$ cat src/rtl/calc_pkg.sv
// Shared calculator definitions: opcodes, error codes and sequencer states.
// Imported by the keypad-entry front end and the calculation sequencer.
package calc_pkg;

  localparam logic [3:0] OP_ADD    = 4'hA;
  localparam logic [3:0] OP_SUB    = 4'hB;
  localparam logic [3:0] OP_MUL    = 4'hC;
  localparam logic [3:0] OP_DIV    = 4'hD;
  localparam logic [3:0] OP_MOD    = 4'hE;
  localparam logic [3:0] KEY_ENTER = 4'hF;

  localparam int unsigned TIMEOUT_DEF = 255;
  localparam int unsigned RES_MAX_DEF = 9999;

  typedef enum logic [1:0] {
    ERR_NONE    = 2'd0,
    ERR_DIV0    = 2'd1,
    ERR_OVF     = 2'd2,
    ERR_TIMEOUT = 2'd3
  } err_e;

  typedef enum logic [2:0] {
    ST_IDLE  = 3'd0,
    ST_CHECK = 3'd1,
    ST_REQ   = 3'd2,
    ST_WAIT  = 3'd3,
    ST_DONE  = 3'd4,
    ST_ERR   = 3'd5
  } state_e;

  function automatic logic op_is_valid(
    input logic [3:0] op
  );
    return (op >= OP_ADD) && (op <= OP_MOD);
  endfunction

  function automatic logic op_needs_nz_b(
    input logic [3:0] op
  );
    return (op == OP_DIV) || (op == OP_MOD);
  endfunction

endpackage

$ cat src/rtl/calc_rise_detect.sv
// Rising-edge detector for level strobes (entry finish, key strobes).
// Emits a one-cycle pulse on the cycle the input first goes high.
module calc_rise_detect (
  input  logic IN_clk,
  input  logic IN_reset,
  input  logic d_i,
  output logic rise_o
);

  logic d_q;

  // remember last sampled level
  always_ff @(posedge IN_clk or negedge IN_reset) begin
    if (!IN_reset) begin
      d_q <= 1'b0;
    end else begin
      d_q <= d_i;
    end
  end

  assign rise_o = d_i & ~d_q;

endmodule

$ cat src/rtl/calc_sequencer.sv
// Calculation sequencer: captures operands on entry completion, checks
// them, runs the shared ALU over req/ack and reports result or error.
module calc_sequencer
  import calc_pkg::*;
#(
  parameter int unsigned TIMEOUT = TIMEOUT_DEF,
  parameter int unsigned RES_MAX = RES_MAX_DEF
) (
  input  logic        IN_clk,
  input  logic        IN_reset,
  input  logic        IN_finish,
  input  logic [15:0] IN_SRC,
  input  logic [15:0] IN_DST,
  input  logic [3:0]  IN_ALU_OP,
  input  logic        IN_alu_ack,
  input  logic [15:0] IN_alu_result,
  input  logic        IN_alu_ovf,
  output logic        OUT_alu_req,
  output logic [15:0] OUT_alu_a,
  output logic [15:0] OUT_alu_b,
  output logic [3:0]  OUT_alu_op,
  output logic [15:0] OUT_result,
  output logic        OUT_valid,
  output logic [1:0]  OUT_err,
  output logic        OUT_busy,
  output logic [2:0]  OUT_state
);

  localparam logic [7:0]  CNT_LAST = 8'(TIMEOUT - 1);
  localparam logic [15:0] RES_LIM  = 16'(RES_MAX);

  state_e      state_q, state_d;
  logic [15:0] a_q, a_d;
  logic [15:0] b_q, b_d;
  logic [3:0]  op_q, op_d;
  logic [7:0]  cnt_q, cnt_d;
  logic [15:0] res_q, res_d;
  err_e        err_q, err_d;
  logic        start;

  calc_rise_detect u_rise (
    .IN_clk   (IN_clk),
    .IN_reset (IN_reset),
    .d_i      (IN_finish),
    .rise_o   (start)
  );

  // state and datapath registers
  always_ff @(posedge IN_clk or negedge IN_reset) begin
    if (!IN_reset) begin
      state_q <= ST_IDLE;
      a_q     <= '0;
      b_q     <= '0;
      op_q    <= '0;
      cnt_q   <= '0;
      res_q   <= '0;
      err_q   <= ERR_NONE;
    end else begin
      state_q <= state_d;
      a_q     <= a_d;
      b_q     <= b_d;
      op_q    <= op_d;
      cnt_q   <= cnt_d;
      res_q   <= res_d;
      err_q   <= err_d;
    end
  end

  // next-state: capture, check, handshake, finish
  always_comb begin
    state_d = state_q;
    a_d     = a_q;
    b_d     = b_q;
    op_d    = op_q;
    cnt_d   = cnt_q;
    res_d   = res_q;
    err_d   = err_q;
    unique case (state_q)
      ST_IDLE: begin
        if (start) begin
          a_d     = IN_SRC;
          b_d     = IN_DST;
          op_d    = IN_ALU_OP;
          err_d   = ERR_NONE;
          state_d = ST_CHECK;
        end
      end
      ST_CHECK: begin
        if (!op_is_valid(op_q)) begin
          err_d   = ERR_TIMEOUT;
          state_d = ST_ERR;
        end else if (op_needs_nz_b(op_q)
                     && (b_q == '0)) begin
          err_d   = ERR_DIV0;
          state_d = ST_ERR;
        end else if ((op_q == OP_SUB)
                     && (a_q < b_q)) begin
          err_d   = ERR_OVF;
          state_d = ST_ERR;
        end else begin
          cnt_d   = '0;
          state_d = ST_REQ;
        end
      end
      ST_REQ: begin
        state_d = ST_WAIT;
      end
      ST_WAIT: begin
        cnt_d = cnt_q + 8'd1;
        if (IN_alu_ack) begin
          if (IN_alu_ovf
              || (IN_alu_result > RES_LIM)) begin
            err_d   = ERR_OVF;
            state_d = ST_ERR;
          end else begin
            res_d   = IN_alu_result;
            state_d = ST_DONE;
          end
        end else if (cnt_q == CNT_LAST) begin
          err_d   = ERR_TIMEOUT;
          state_d = ST_ERR;
        end
      end
      ST_DONE: begin
        state_d = ST_IDLE;
      end
      ST_ERR: begin
        state_d = ST_IDLE;
      end
      default: begin
        state_d = ST_IDLE;
      end
    endcase
  end

  assign OUT_alu_req = (state_q == ST_REQ)
                     || (state_q == ST_WAIT);
  assign OUT_alu_a   = a_q;
  assign OUT_alu_b   = b_q;
  assign OUT_alu_op  = op_q;
  assign OUT_result  = res_q;
  assign OUT_valid   = (state_q == ST_DONE)
                     || (state_q == ST_ERR);
  assign OUT_err     = err_q;
  assign OUT_busy    = (state_q != ST_IDLE);
  assign OUT_state   = state_q;

endmodule
$ cat config.mk
export PLATFORM = sky130hd
export DESIGN_NAME = calc_sequencer
export DESIGN_NICKNAME = d
export VERILOG_FILES = /design/src/rtl/calc_pkg.sv /design/src/rtl/calc_rise_detect.sv /design/src/rtl/calc_sequencer.sv
export SDC_FILE = /design/constraint.sdc
export NUM_CORES = 1
export LEC_CHECK = 0
export BUFFER_PORTS_ARGS = -buffer_cell sky130_fd_sc_hd__buf_2
export CAP_MARGIN = 20
export CORE_AREA = 10 10 96 98
export CTS_CLUSTER_DIAMETER = 40
export CTS_CLUSTER_SIZE = 14
export DETAILED_ROUTE_END_ITERATION = 10
export DIE_AREA = 0 0 106 108
export PLACE_DENSITY = 0.77
export SETUP_SLACK_MARGIN = 0.2
export SLEW_MARGIN = 20
export SYNTH_ARGS = -nofsm -noshare
export SYNTH_HDL_FRONTEND = slang
export SYNTH_SLANG_ARGS = --single-unit
$ cat constraint.sdc
create_clock -name IN_clk -period 3.7 [get_ports IN_clk]
set_clock_uncertainty 0.05 [all_clocks]
set_input_delay 0.37 -clock IN_clk [delete_from_list [all_inputs] [get_ports IN_clk]]
set_output_delay 0.37 -clock IN_clk [all_outputs]
set_load 0.005 [all_outputs]
### Word level (Yosys, flattened, before mapping)

Cells that the tools add are included.

* add/subtract/negate cells: 1
* multiplexer cells: 20
* magnitude comparators: 4
* reductions and logical operators: 17
* bitwise logic cells: 3
* equality and inequality tests: 16

Operator list (number)
* 8-bit two-way mux: 3
* 3-bit two-way mux: 6
* 16-bit by 14-bit greater-than comparator with 1-bit output (second input constant): 1
* 16-bit logical NOT: 1
* 16-bit < comparator: 1
* 8-bit one-hot mux with 2 select lines: 1
* 2-bit two-way mux: 7
* 4-bit equality test (second input constant): 3
* 3-bit one-hot mux with 4 select lines: 1
* 8-bit by 1-bit adder with 8-bit output (second input constant): 1
* 8-bit equality test (second input constant): 1
* 2-bit inequality test (second input constant): 4
* 3-bit by 2-bit equality test with 1-bit output (second input constant): 2
* 3-bit equality test (second input constant): 2
* 3-bit inequality test (second input constant): 2
* 2-bit one-hot mux with 3 select lines: 1
* 3-bit nonzero test: 2
* 5-bit AND reduction: 1
* 4-bit greater-or-equal comparator (second input constant): 1
* 4-bit less-or-equal comparator (second input constant): 1
* 1-bit logical OR: 4
* 4-bit inequality test (second input constant): 1
* 2-bit AND reduction: 2
* 4-bit AND reduction: 1
* other kinds (8): 11

* register bits after elaboration: 66
* bits of input ports: 57
* output and inout bits: 60

### Depth between registers and ports, before layout

Gate-level depths: netlist (run 1).

* depth after elaboration: 6
* mapped depth: 7
* gate-level depth less buffers: 7

### Modules after synthesis

Synthesis (run 1) repeated with hierarchy kept, for this count alone.

* cells, all modules: 304
* area total of the unflattened synthesis: 3298.2 µm²

By module, submodules not included
* calc_sequencer: instances 1, seq. area each 1626.6 µm², area an instance 3259.4 µm², cells each 302
* calc_rise_detect: instances 1, seq. area each 25.0 µm², area an instance 38.8 µm², cells each 2

### Least setup slack after synthesis (run 1)

No wires, ideal clock.

* path type: register to register
* start point: register b_q[15] (netlist: OUT_alu_b[15])
* end point: register err_q[0] (netlist: OUT_err[0])
* library setup time: 129 ps
* arrival: 1872 ps
* data required time: 3521 ps
* cell stages (with the launch flop): 7
* clock period less this slack: 2051 ps
* slack: 1649 ps
* cells stage by stage: dfrtp_1 > inv_1 > ha_1 > and4_2 > a221oi_2 > a21boi_2 > o41a_1

* longest elaborated chain between the ends: 5
* elaborated cells on any way between the ends: 9
* those cells by class: order compare: 1; eq/ne: 1; mux: 3; reduce/logical: 4

Ends and longest elaborated chain
* start: declaration: RTL line calc_sequencer.sv:34 `logic [15:0] b_q, b_d;`
* start signal: assignment: RTL line calc_sequencer.sv:53 `b_q <= '0;`
* start signal: assignment: RTL line calc_sequencer.sv:61 `b_q <= b_d;`
* branches (longest 5 deep; another with 16-bit < comparator)
* end signal: assignment: RTL line calc_sequencer.sv:65 `err_q <= err_d;`
* end: declaration: RTL line calc_sequencer.sv:38 `err_e err_q, err_d;`

Parallel ways; which one is timed is not known.
A chain may end at the register's enable or synchronous reset.

### Worst setup path after layout (run 1)

* start point: register b_q[6] (netlist: OUT_alu_b[6])
* end point: register cnt_q[5]

* longest elaborated chain between the ends: 4
* elaborated cells on any way between the ends: 7
* those cells by class: order compare: 1; eq/ne: 2; reduce/logical: 4

Ends and longest elaborated chain
* 16-bit < comparator or 16-bit logical NOT (tied branches): RTL line calc_sequencer.sv:97, calc_sequencer.sv:93
* 1-bit logical AND, on equally long branches: RTL line calc_sequencer.sv:97, calc_sequencer.sv:93
* 2-bit inequality test (no line)
* 4-bit AND reduction (no line) *
* end signal: assignment: RTL line calc_sequencer.sv:63 `cnt_q <= cnt_d;`
* end: declaration: RTL line calc_sequencer.sv:36 `logic [7:0] cnt_q, cnt_d;`

Mark *: on every way between the ends. The rest lies on a longest branch, timed or not.

==> results of run 1 <==
[synthesized netlist by cell type (2+ instances only)]
library cell,instances,area (um^2)
a211o_1,2,17.5
a21oi_1,9,45.0
a22oi_1,2,15.0
a31oi_1,2,12.5
and4_1,4,35.0
buf_2,2,10.0
buf_6,4,45.0
clkbuf_1,2,7.51
dfrtp_1,66,1650
ha_1,17,213
inv_1,18,67.6
mux2_1,3,33.8
mux2_2,18,203
mux2_4,30,450
mux2i_1,3,30.0
nand2_1,18,67.6
nand2b_1,4,25.0
nand3_1,5,25.0
nand4_1,7,43.8
nor2_1,15,56.3
nor2b_1,3,18.8
nor3_1,4,20.0
nor4_1,3,18.8
o211ai_1,2,15.0
o21ai_0,4,20.0
o21ai_1,4,20.0
o21ai_2,2,17.5
o221ai_2,3,45.0
or3_1,3,18.8
[flip-flops by register name, indices dropped and copies added (netlist names)]
| signal | cells |
|---|---|
| OUT_alu_a | 16 |
| OUT_alu_b | 16 |
| OUT_state | 3 |
| OUT_result | 16 |
| OUT_alu_op | 4 |
| cnt_q | 8 |
| OUT_err | 2 |
| u_rise.d_q | 1 |
[layer usage]
layer,GRT usage,vias up,part of all wire
li1,-,1294,-
met1,0.188,1289,0.41
met2,0.277,100,0.50
met3,0.0482,11,0.067
met4,0.0648,0,0.017
met5,0,-,0
[worst max-delay path: stages, from the launching register on]
cell	delay, ns
dfrtp_1	0.40
inv_1	0.06
ha_1	0.31
nand4_1	0.10
or3_1	0.36
o311a_4	0.35
a21oi_4	0.35
o221ai_2	0.16
[worst paths after layout]
path / start / to / slack (ns) / cells after the start
setup reg to reg: OUT_alu_b[6] / cnt_q[5] / 1.42 / 7
setup / recovery: OUT_alu_b[6] / cnt_q[5] / 1.42 / 7
hold reg to reg: OUT_result[10] / OUT_result[10] / 0.44 / 1
min in group IN_clk: IN_finish / u_rise.d_q / 0.10 / 1
max in group asynchronous: IN_reset / OUT_alu_a[10] / 2.92 / 2
hold / removal: IN_reset / OUT_alu_b[1] / 0.003 / 1
[report_power, final]
part           switching [mW]  total (mW)  internal, mW
Combinational           0.801        1.70         0.895
Clock                   0.299       0.749         0.450
Sequential              0.334        1.35          1.01
Total                    1.43        3.79          2.36
[final cells by class]
type,instances,area [um^2],share of cell area
Multi-Input combinational cell,193,1740,0.393
Sequential cell,66,1650,0.373
Timing Repair Buffer,118,598,0.135
Clock buffer,10,128,0.0288
Tap cell,102,128,0.0288
Clock inverter,6,115,0.0260
Inverter,18,67.6,0.0153
[stage by stage]
stage          utilization  std cells  area (um^2)  worst slack, ns
6_report             0.594        513         4430             1.42
5_1_grt              0.594        513         4430             1.33
4_1_cts              0.594        513         4420             1.40
3_5_place_dp         0.561        497         4180             1.40
3_3_place_gp         0.561        497         4180             1.37
2_1_floorplan            -        287         3540             1.65
[cell families (layout without fill, tap and decap cells)]
kind of cell,count (synthesis),count (layout),synth area share
compound gates,47,47,0.114
xor+xnor,1,1,0.00247
fa+ha+maj,17,17,0.0601
buf+inv,28,152,0.0428
flops,66,66,0.467
mux,54,54,0.203
simple gates,74,74,0.112
==> impl_results.md, run 1 <==
- Result of the run: completed
- CTS root buffer: clkbuf_8
- Worst Path Required: 3.85 ns
- Max_cap viols: 0
- Layout net count: 480
- Port Buffers: 116
- TritonCTS clock tree: yes
- Antenna violations before repair: 0
- Die X: 106 um
- Ys async rst share: 1.00
- Synth Flop Type: dfrtp_1
- Setup total negative slack: 0 ns
- Via/cell ratio: 5.25
- CP arrival: 2.43 ns
- Post-CTS Resized: 0
- CTS Hold Bufs: 0
- Cell variety after synth: 57
- Avg WL per Cell: 18.1 um
- Synthesis-to-finish area growth: 25.1%
- Most frequent cells in the layout: buf_2, dfrtp_1, mux2_4
- Vias: 2694
- Post-synthesis cell area: 3540 um^2
- Layout cells sized above 1: 0.484
- Chip height: 108 um
- Worst Tran Pin Value: 0.756 ns
- Post-Syn Instances: 287
- DRT Pass-1 Iters: 5
- CP endpoint kind: flop
- H-tree level count: 3
- Final period util: 0.616
- Iter 0 DRT Violations: 129
- Antenna Cells: 0
- WHS: 0.00268 ns
- CTS buffer count: 9
- Commonest non-fill, non-tap cell in the layout: buf_2
- GRT Residual Overflow: 0
- Final setup vio count: 0
- PD cells: 856 nW/um^2
- Worst-Skew Late Latency: 0.35 ns
- Final Hold Fails: 0
- Vias in the first global route: 2928
- GP Congestion: 0.843
- Max VDD drop: 423 uV
- Tot Pwr: 3.79 mW
- Die area: 11400 um^2
- # IOs: 117
- Placement row count: 32
- Tot GR Track Use: 0.162
- Sequential share of the synthesized area: 0.467
- Max Fclk: 438 MHz
- Synthesized area per cell: 12.3 um^2
- Nature of the critical path startpoint: flop
- Setup repair bufs after CTS: 0
- Number of synthesized flops with an enable pin: 0
- DRC viols: 0
- Clock Path Buffers: 2
- FILL cells: 627
- Slew Viols, Final: 0
- First-pass GRT wire length: 15000 um
- CP max FO: 10
- Leak Pwr: 2.33 nW
- Routed Antenna Nets: 0
- Routed wire length: 9280 um
- DP HPWL: 7090 um
- Final min period: 2.28 ns
- Hold crit path type: in -> async
- Largest net degree at the start of global routing: 52
- RSZ-0062 raised after global routing: false
- Synth Register Bits: 66
- Slew Limit Headroom: 0.496
- Clk slew on worst S/H paths: 0.08 ns
- Crit path kind: reg -> reg
- Core area: 7450 um^2
- Clock Sinks: 66
- Starting Density: 0.475
- Mapped Nets: 361
- Ys Warns: 0
No activity file was read; power rests on OpenSTA's default activity.
==> inputs of run 2 (changes only) <==
- clock period: 3.7 -> 2.35 ns (I/O delays scaled with it)
==> run 2 against run 1 <==
  * Fmax grew 6.7%
  * Combinational power up 76%
  * Wire length is 2.3% higher
  * Die area unchanged
  * Register-to-register slack got worse by 1.2 ns
  * Core utilization is 2.3 points higher
  * Clock power is 43% higher
  * Setup slack got worse by 1.2 ns
  * Critical path depth is the same
  * Count of clock-buffer cells in the layout unchanged
  * Via count up 3.7%
  * Sequential cell count unchanged
  * Critical path type unchanged
==> impl_results.md, run 2 (synthesized netlist as in run 1, its figures left out) <==
- Worst Path Buf+Inv: 1 (unchanged)
- Max VDD drop: 736 uV (+74%)
- Worst Tran Pin Value: 0.622 ns (-0.134 ns)
- Routed Antenna Nets: 0 (unchanged)
- Max Fclk: 468 MHz (+6.7%)
- Iter 0 DRT Violations: 113 (-12%)
- Leak Pwr: 2.41 nW (+3.3%)
- Result of the run: completed
- Layout cells sized above 1: 0.508 (+0.0240)
- Slew Viols, Final: 0 (unchanged)
- Largest stage delay on the critical path: 0.40 ns (about the same)
- Reg2reg setup slack: 0.21 ns (-1.21 ns)
- PD cells: 1340 nW/um^2 (+57%)
- DRT Pass-1 Iters: 4 (-1)
- GP Congestion: 0.833 (-1.1%)
- CP arrival: 2.36 ns (-0.07 ns)
- DRC viols: 0 (unchanged)
- Port Buffers: 116 (unchanged)
- Worst Path Required: 2.58 ns (-1.27 ns)
- Reg-to-reg endpoint: OUT_err[1]
- Max_cap viols: 0 (unchanged)
- Final setup vio count: 0 (unchanged)
- CP endpoint kind: flop
- DP HPWL: 6940 um (-2.1%)
- Starting Density: 0.475 (unchanged)
- Layout net count: 498 (+3.8%)
- Vias: 2794 (+3.7%)
- Chip height: 108 um (unchanged)
- Most frequent cells in the layout: buf_2, dfrtp_1, mux2_4
- Sequential Area: 1650 um^2 (unchanged)
- Slew Limit Headroom: 0.585 (+0.0896)
- Tot Pwr: 6.17 mW (+63%)
- Commonest non-fill, non-tap cell in the layout: buf_2
- Final period util: 0.910 (+0.294)
- Final min period: 2.14 ns (-0.142 ns)
- Crit path kind: reg -> reg
- RSZ-0062 raised after global routing: true
- Worst path cell trace: inv_1 > ha_1 > nand4_1 > or3_4 > o311a_4 > a2111o_1 > o211ai_2
- Clk slew on worst S/H paths: 0.08 ns (about the same)
- # IOs: 117 (unchanged)
- CP Launch Point: OUT_alu_b[6]
- RR Startpoint: OUT_alu_b[6]
- Routed wire length: 9490 um (+2.3%)
- CTS root buffer: clkbuf_8
- Clock Path Buffers: 2 (unchanged)
- FILL cells: 646 (+3.0%)
- Die area: 11400 um^2 (unchanged)
- Largest net degree at the start of global routing: 43 (-17%)
- CP Depth: 7 (unchanged)
- CTS buffer count: 9 (unchanged)
- Worst Setup EP: OUT_err[1]
- Via/cell ratio: 5.26 (+0.20%)
- Synthesis-to-finish area growth: 29.9%
- Clock Sinks: 66 (unchanged)
- Hold crit path type: in -> reg
- H-tree level count: 3 (unchanged)
- Setup total negative slack: 0 ns (unchanged)
- CP max FO: 3 (-7)
- Antenna violations before repair: 0 (unchanged)
- GRT Residual Overflow: 0 (unchanged)
- Tot GR Track Use: 0.162 (-0.000224)
- Avg WL per Cell: 17.9 um (-1.1%)
- CP delay by family, top: compound AO/OA/AOI/OAI gates
- Worst reg-to-reg path cell count: 7 (unchanged)
- Die X: 106 um (unchanged)
- Vias in the first global route: 2922 (-0.20%)
- Multi-input logic area: 1770 um^2 (+1.9%)
- Worst-Skew Late Latency: 0.35 ns (about the same)
- First-pass GRT wire length: 15000 um (-0.41%)
- Final Hold Fails: 0 (unchanged)
- Placement row count: 32 (unchanged)
- Slowest-stage cell, CP: dfrtp_1
- Nature of the critical path startpoint: flop
- Antenna Cells: 0 (unchanged)
- TritonCTS clock tree: yes
- Core area: 7450 um^2 (unchanged)
[run 2: changes by cell type in the layout (fill, tap and decap cells not counted), sizes merged]
cell / before / now
bufinv: 3 / 2
clkinv: 2 / 1
dlygate4sd3: 0 / 2
buf: 118 / 134
clkinvlp: 1 / 3
[run 2: what timing repair did]
item | in CTS | in global routing
pin swaps | 1 | 1
buffers inserted | 3 | 8
hold endpoints to repair | 25 | 0
hold buffers | 2 | 0
endpoints found under the setup margin | 10 | 12
gates resized for setup | 3 | 6
[run 2: how the worst min path moves through the flow]
| stage | startpoint | to | slack (ns) | cells past startpoint |
|---|---|---|---|---|
| CTS | IN_SRC[5] | OUT_alu_a[5] | 0.05 | 2 |
| floorplan | IN_reset | OUT_alu_a[0] | -0.11 | 0 |
| finish | IN_SRC[5] | OUT_alu_a[5] | 0.06 | 2 |
| global placement | IN_reset | OUT_result[13] | 0.20 | 1 |
| global route | IN_SRC[5] | OUT_alu_a[5] | 0.04 | 2 |
| detailed placement | IN_reset | OUT_result[13] | 0.22 | 1 |
[run 2: per-layer routing]
layer,part of all wire,track usage,vias up
met1,0.41,0.191,1378
li1,-,-,1320
met4,0.011,0.0532,0
met3,0.063,0.0571,10
met5,0,0,-
met2,0.51,0.270,86
[run 2: cell type report]
type | instances | area share
Sequential cell | 66 | 0.359
Multi-Input combinational cell | 193 | 0.385
Inverter | 18 | 0.0147
Tap cell | 102 | 0.0278
Clock buffer | 10 | 0.0278
Timing Repair Buffer | 136 | 0.165
Clock inverter | 6 | 0.0199
[run 2: stage by stage]
stage	cells	worst slack, ns	cell area, um^2	utilization	hold WS, ns
final	531	0.211	4600	0.617	0.0595
after global routing	531	0.148	4600	0.617	0.0393
after CTS	523	0.205	4510	0.605	0.0504
after detailed placement	502	0.180	4230	0.568	0.221
after global placement	502	0.244	4230	0.568	0.202
after floorplan	287	0.299	3540	-	-0.111
[run 2: where the power goes]
part / switching [mW] / total, mW / internal [mW]
clock: 0.476 / 1.07 / 0.599
sequential: 0.507 / 2.10 / 1.59
combinational: 1.38 / 2.99 / 1.62
total: 2.36 / 6.17 / 3.81
[run 2: worst register-to-register path, delay by kind of cell, from the launching register on]
kind                       cells  cell delay (ns)
DFF                            1             0.40
and+or+nand+nor                2             0.45
buffers and inverters          1             0.06
adders and majority gates      1             0.31
AOI/OAI and AO/OA              3             0.80
==> inputs of run 3 (changes only) <==
- PLACE_DENSITY: 0.77 -> 0.73
- clock period: 2.35 -> 2 ns (I/O delays scaled with it)
==> run 3 against run 2 <==
  * The flow now finishes with violations (negative setup slack)
  * Hold slack worse by 0.036 ns
  * Core utilization up 5.8 points
  * Via count up 6.0%
  * Sequential cell count unchanged
  * First-iteration DRC count up 76%
  * Critical path type unchanged
  * Largest cell class unchanged
  * Largest power group unchanged
==> impl_results.md, run 3 (synthesized netlist as in run 1, its figures left out) <==
- # IOs: 117 (unchanged)
- Logic gate share of total power: 0.564 (+0.079)
- CP max FO: 3 (unchanged)
- DP HPWL: 7590 um (+9.3%)
- Layout cells sized above 1: 0.576 (+0.0682)
- Worst-Skew Late Latency: 0.35 ns (about the same)
- Largest net degree at the start of global routing: 26 (-40%)
- Final min period: 2.11 ns (-0.0320 ns)
- Port Buffers: 116 (unchanged)
- Cell area after layout: 5030 um^2 (+9.3%)
- H-tree level count: 3 (unchanged)
- Worst reg-to-reg path cell count: 8 (+1)
- Worst hold path stage count: 2 (unchanged)
- DRT Pass-1 Iters: 4 (unchanged)
- GP Congestion: 0.825 (-1.0%)
- Worst Tran Pin Value: 0.596 ns (-0.0262 ns)
- Setup total negative slack: -0.888 ns (-0.888 ns)
- Tot GR Track Use: 0.180 (+0.0186)
- Vias: 2962 (+6.0%)
- CP endpoint kind: flop
- Leak Pwr: 2.61 nW (+8.3%)
- Hold crit path type: in -> reg
- Commonest non-fill, non-tap cell in the layout: buf_2
- Placed Cells: 541 (+7.8%)
- FILL cells: 561 (-13%)
- Slew Viols, Final: 0 (unchanged)
- Via/cell ratio: 5.22 (-0.72%)
- Reg2reg setup slack: -0.11 ns (-0.32 ns)
- Worst Path Required: 2.24 ns (-0.34 ns)
- Seq pwr share: 0.295 (-0.045)
- Iter 0 DRT Violations: 199 (+76%)
- Clock Sinks: 66 (unchanged)
- GRT Residual Overflow: 0 (unchanged)
- WHS: 0.0233 ns (-0.0362 ns)
- PD cells: 1590 nW/um^2 (+19%)
- First-pass GRT wire length: 16700 um (+12%)
- Avg WL per Cell: 18.0 um (+0.59%)
- Result of the run: complete, but fails checks
- Clock power frac: 0.141 (-0.033)
- CTS buffer count: 9 (unchanged)
- Hold path startpoint: IN_SRC[13]
- Failing checks: negative setup slack
- Clock Path Buffers: 2 (unchanged)
- Sequential Area: 1650 um^2 (unchanged)
- Most frequent cells in the layout: buf_2, dfrtp_1, buf_4
- Die X: 106 um (unchanged)
- Final std cells w/o fill: 567 (+6.8%)
- Crit path kind: reg -> reg
- Max VDD drop: 632 uV (-14%)
- RR Startpoint: OUT_alu_a[6]
- CTS root buffer: clkbuf_8
- Switching Share: 0.381 (-0.00180)
- Layout net count: 534 (+7.2%)
- Die area: 11400 um^2 (unchanged)
- Synthesis-to-finish area growth: 42.0%
- RSZ-0062 raised after global routing: true
- Vias in the first global route: 3232 (+11%)
- Final period util: 1.05 (+0.143)
- Dpl ws: -0.114 ns (-0.294 ns)
- Nature of the critical path startpoint: flop
- Final setup margin: -0.107 ns (-0.318 ns)
- Max Fclk: 475 MHz (+1.5%)
- Cell internal pwr: 4.96 mW (+30%)
- Reg-to-reg endpoint: OUT_state[1]
- Routed Antenna Nets: 0 (unchanged)
- Antenna violations before repair: 0 (unchanged)
- Final Hold Fails: 0 (unchanged)
- CP arrival: 2.35 ns (about the same)
- Max_cap viols: 0 (unchanged)
- Slew Limit Headroom: 0.603 (+0.0174)
- Worst Hold End: OUT_alu_a[13]
- Sw power: 3.05 mW (+29%)
- TritonCTS clock tree: yes
- Clk slew on worst S/H paths: 0.08 ns (about the same)
- Final setup vio count: 13 (+13)
- Post-Place Cell Area: 4600 um^2 (+8.7%)
- Routed wire length: 10200 um (+7.4%)
- DRC viols: 0 (unchanged)
- Antenna Cells: 0 (unchanged)
- Starting Density: 0.475 (unchanged)
- Placement row count: 32 (unchanged)
- Multi-input logic area: 1890 um^2 (+6.6%)
- Chip height: 108 um (unchanged)
- Core area: 7450 um^2 (unchanged)
-- run 3: changes by cell type in the layout (fill, tap and decap cells not counted), sizes merged --
cell / before / now
bufinv: 2 / 1
inv: 18 / 19
buf: 134 / 170
-- run 3: metrics by stage --
| stage | power [mW] | util |
|---|---|---|
| 2_1_floorplan | 4.56 | - |
| 3_3_place_gp | 6.20 | 0.617 |
| 3_5_place_dp | 6.38 | 0.617 |
| 4_1_cts | 7.74 | 0.659 |
| 5_1_grt | 8.61 | 0.675 |
| 6_report | 8.01 | 0.675 |
-- run 3: what timing repair did --
item	CTS	global route
gates resized for setup	11	13
buffers inserted	2	5
endpoints found under the hold margin	23	0
pin swaps	2	8
gates cloned	1	0
hold buffers	2	0
endpoints found under the setup margin	49	16
-- run 3: how the worst max path moves through the flow --
stage | from | end | depth (start not counted)
after CTS | OUT_alu_a[5] | cnt_q[5] | 7
after detailed placement | OUT_alu_b[2] | OUT_err[0] | 7
final | OUT_alu_a[6] | OUT_state[1] | 8
after global placement | OUT_alu_b[2] | OUT_err[0] | 7
after floorplan | OUT_alu_b[7] | cnt_q[3] | 7
after global routing | OUT_alu_a[6] | cnt_q[6] | 7
-- run 3: power by group through the flow --
stage / Clock, mW / Sequential [mW] / Combinational [mW]
after floorplan: 0 / 2.38 / 2.18
after global placement: 0 / 2.31 / 3.90
after detailed placement: 0 / 2.35 / 4.03
after CTS: 1.15 / 2.34 / 4.25
after global routing: 1.21 / 2.45 / 4.95
final: 1.13 / 2.36 / 4.52
-- run 3: layout make-up --
cell class | instances | area share
multi-input cells | 193 | 0.376
inverters | 18 | 0.0134
clock buffers | 10 | 0.0254
repair buffers | 172 | 0.218
clock inverters | 6 | 0.0132
flip-flops and latches | 66 | 0.329
well taps | 102 | 0.0254
-- run 3: layer usage --
metal	wire length, um	vias up	GRT usage	part of all wire
li1	-	1402	-	-
met1	4370	1429	0.220	0.43
met2	4840	119	0.300	0.47
met3	873	12	0.0619	0.086
met4	115	0	0.0474	0.011
met5	0	-	0	0
-- run 3: worst max-delay path, stage by stage (launching register included) --
cell	delay, ns
dfrtp_1	0.40
ha_1	0.32
nand4_1	0.11
or3_1	0.33
o311a_4	0.34
buf_4	0.15
a21boi_4	0.16
buf_6	0.11
a211o_1	0.08
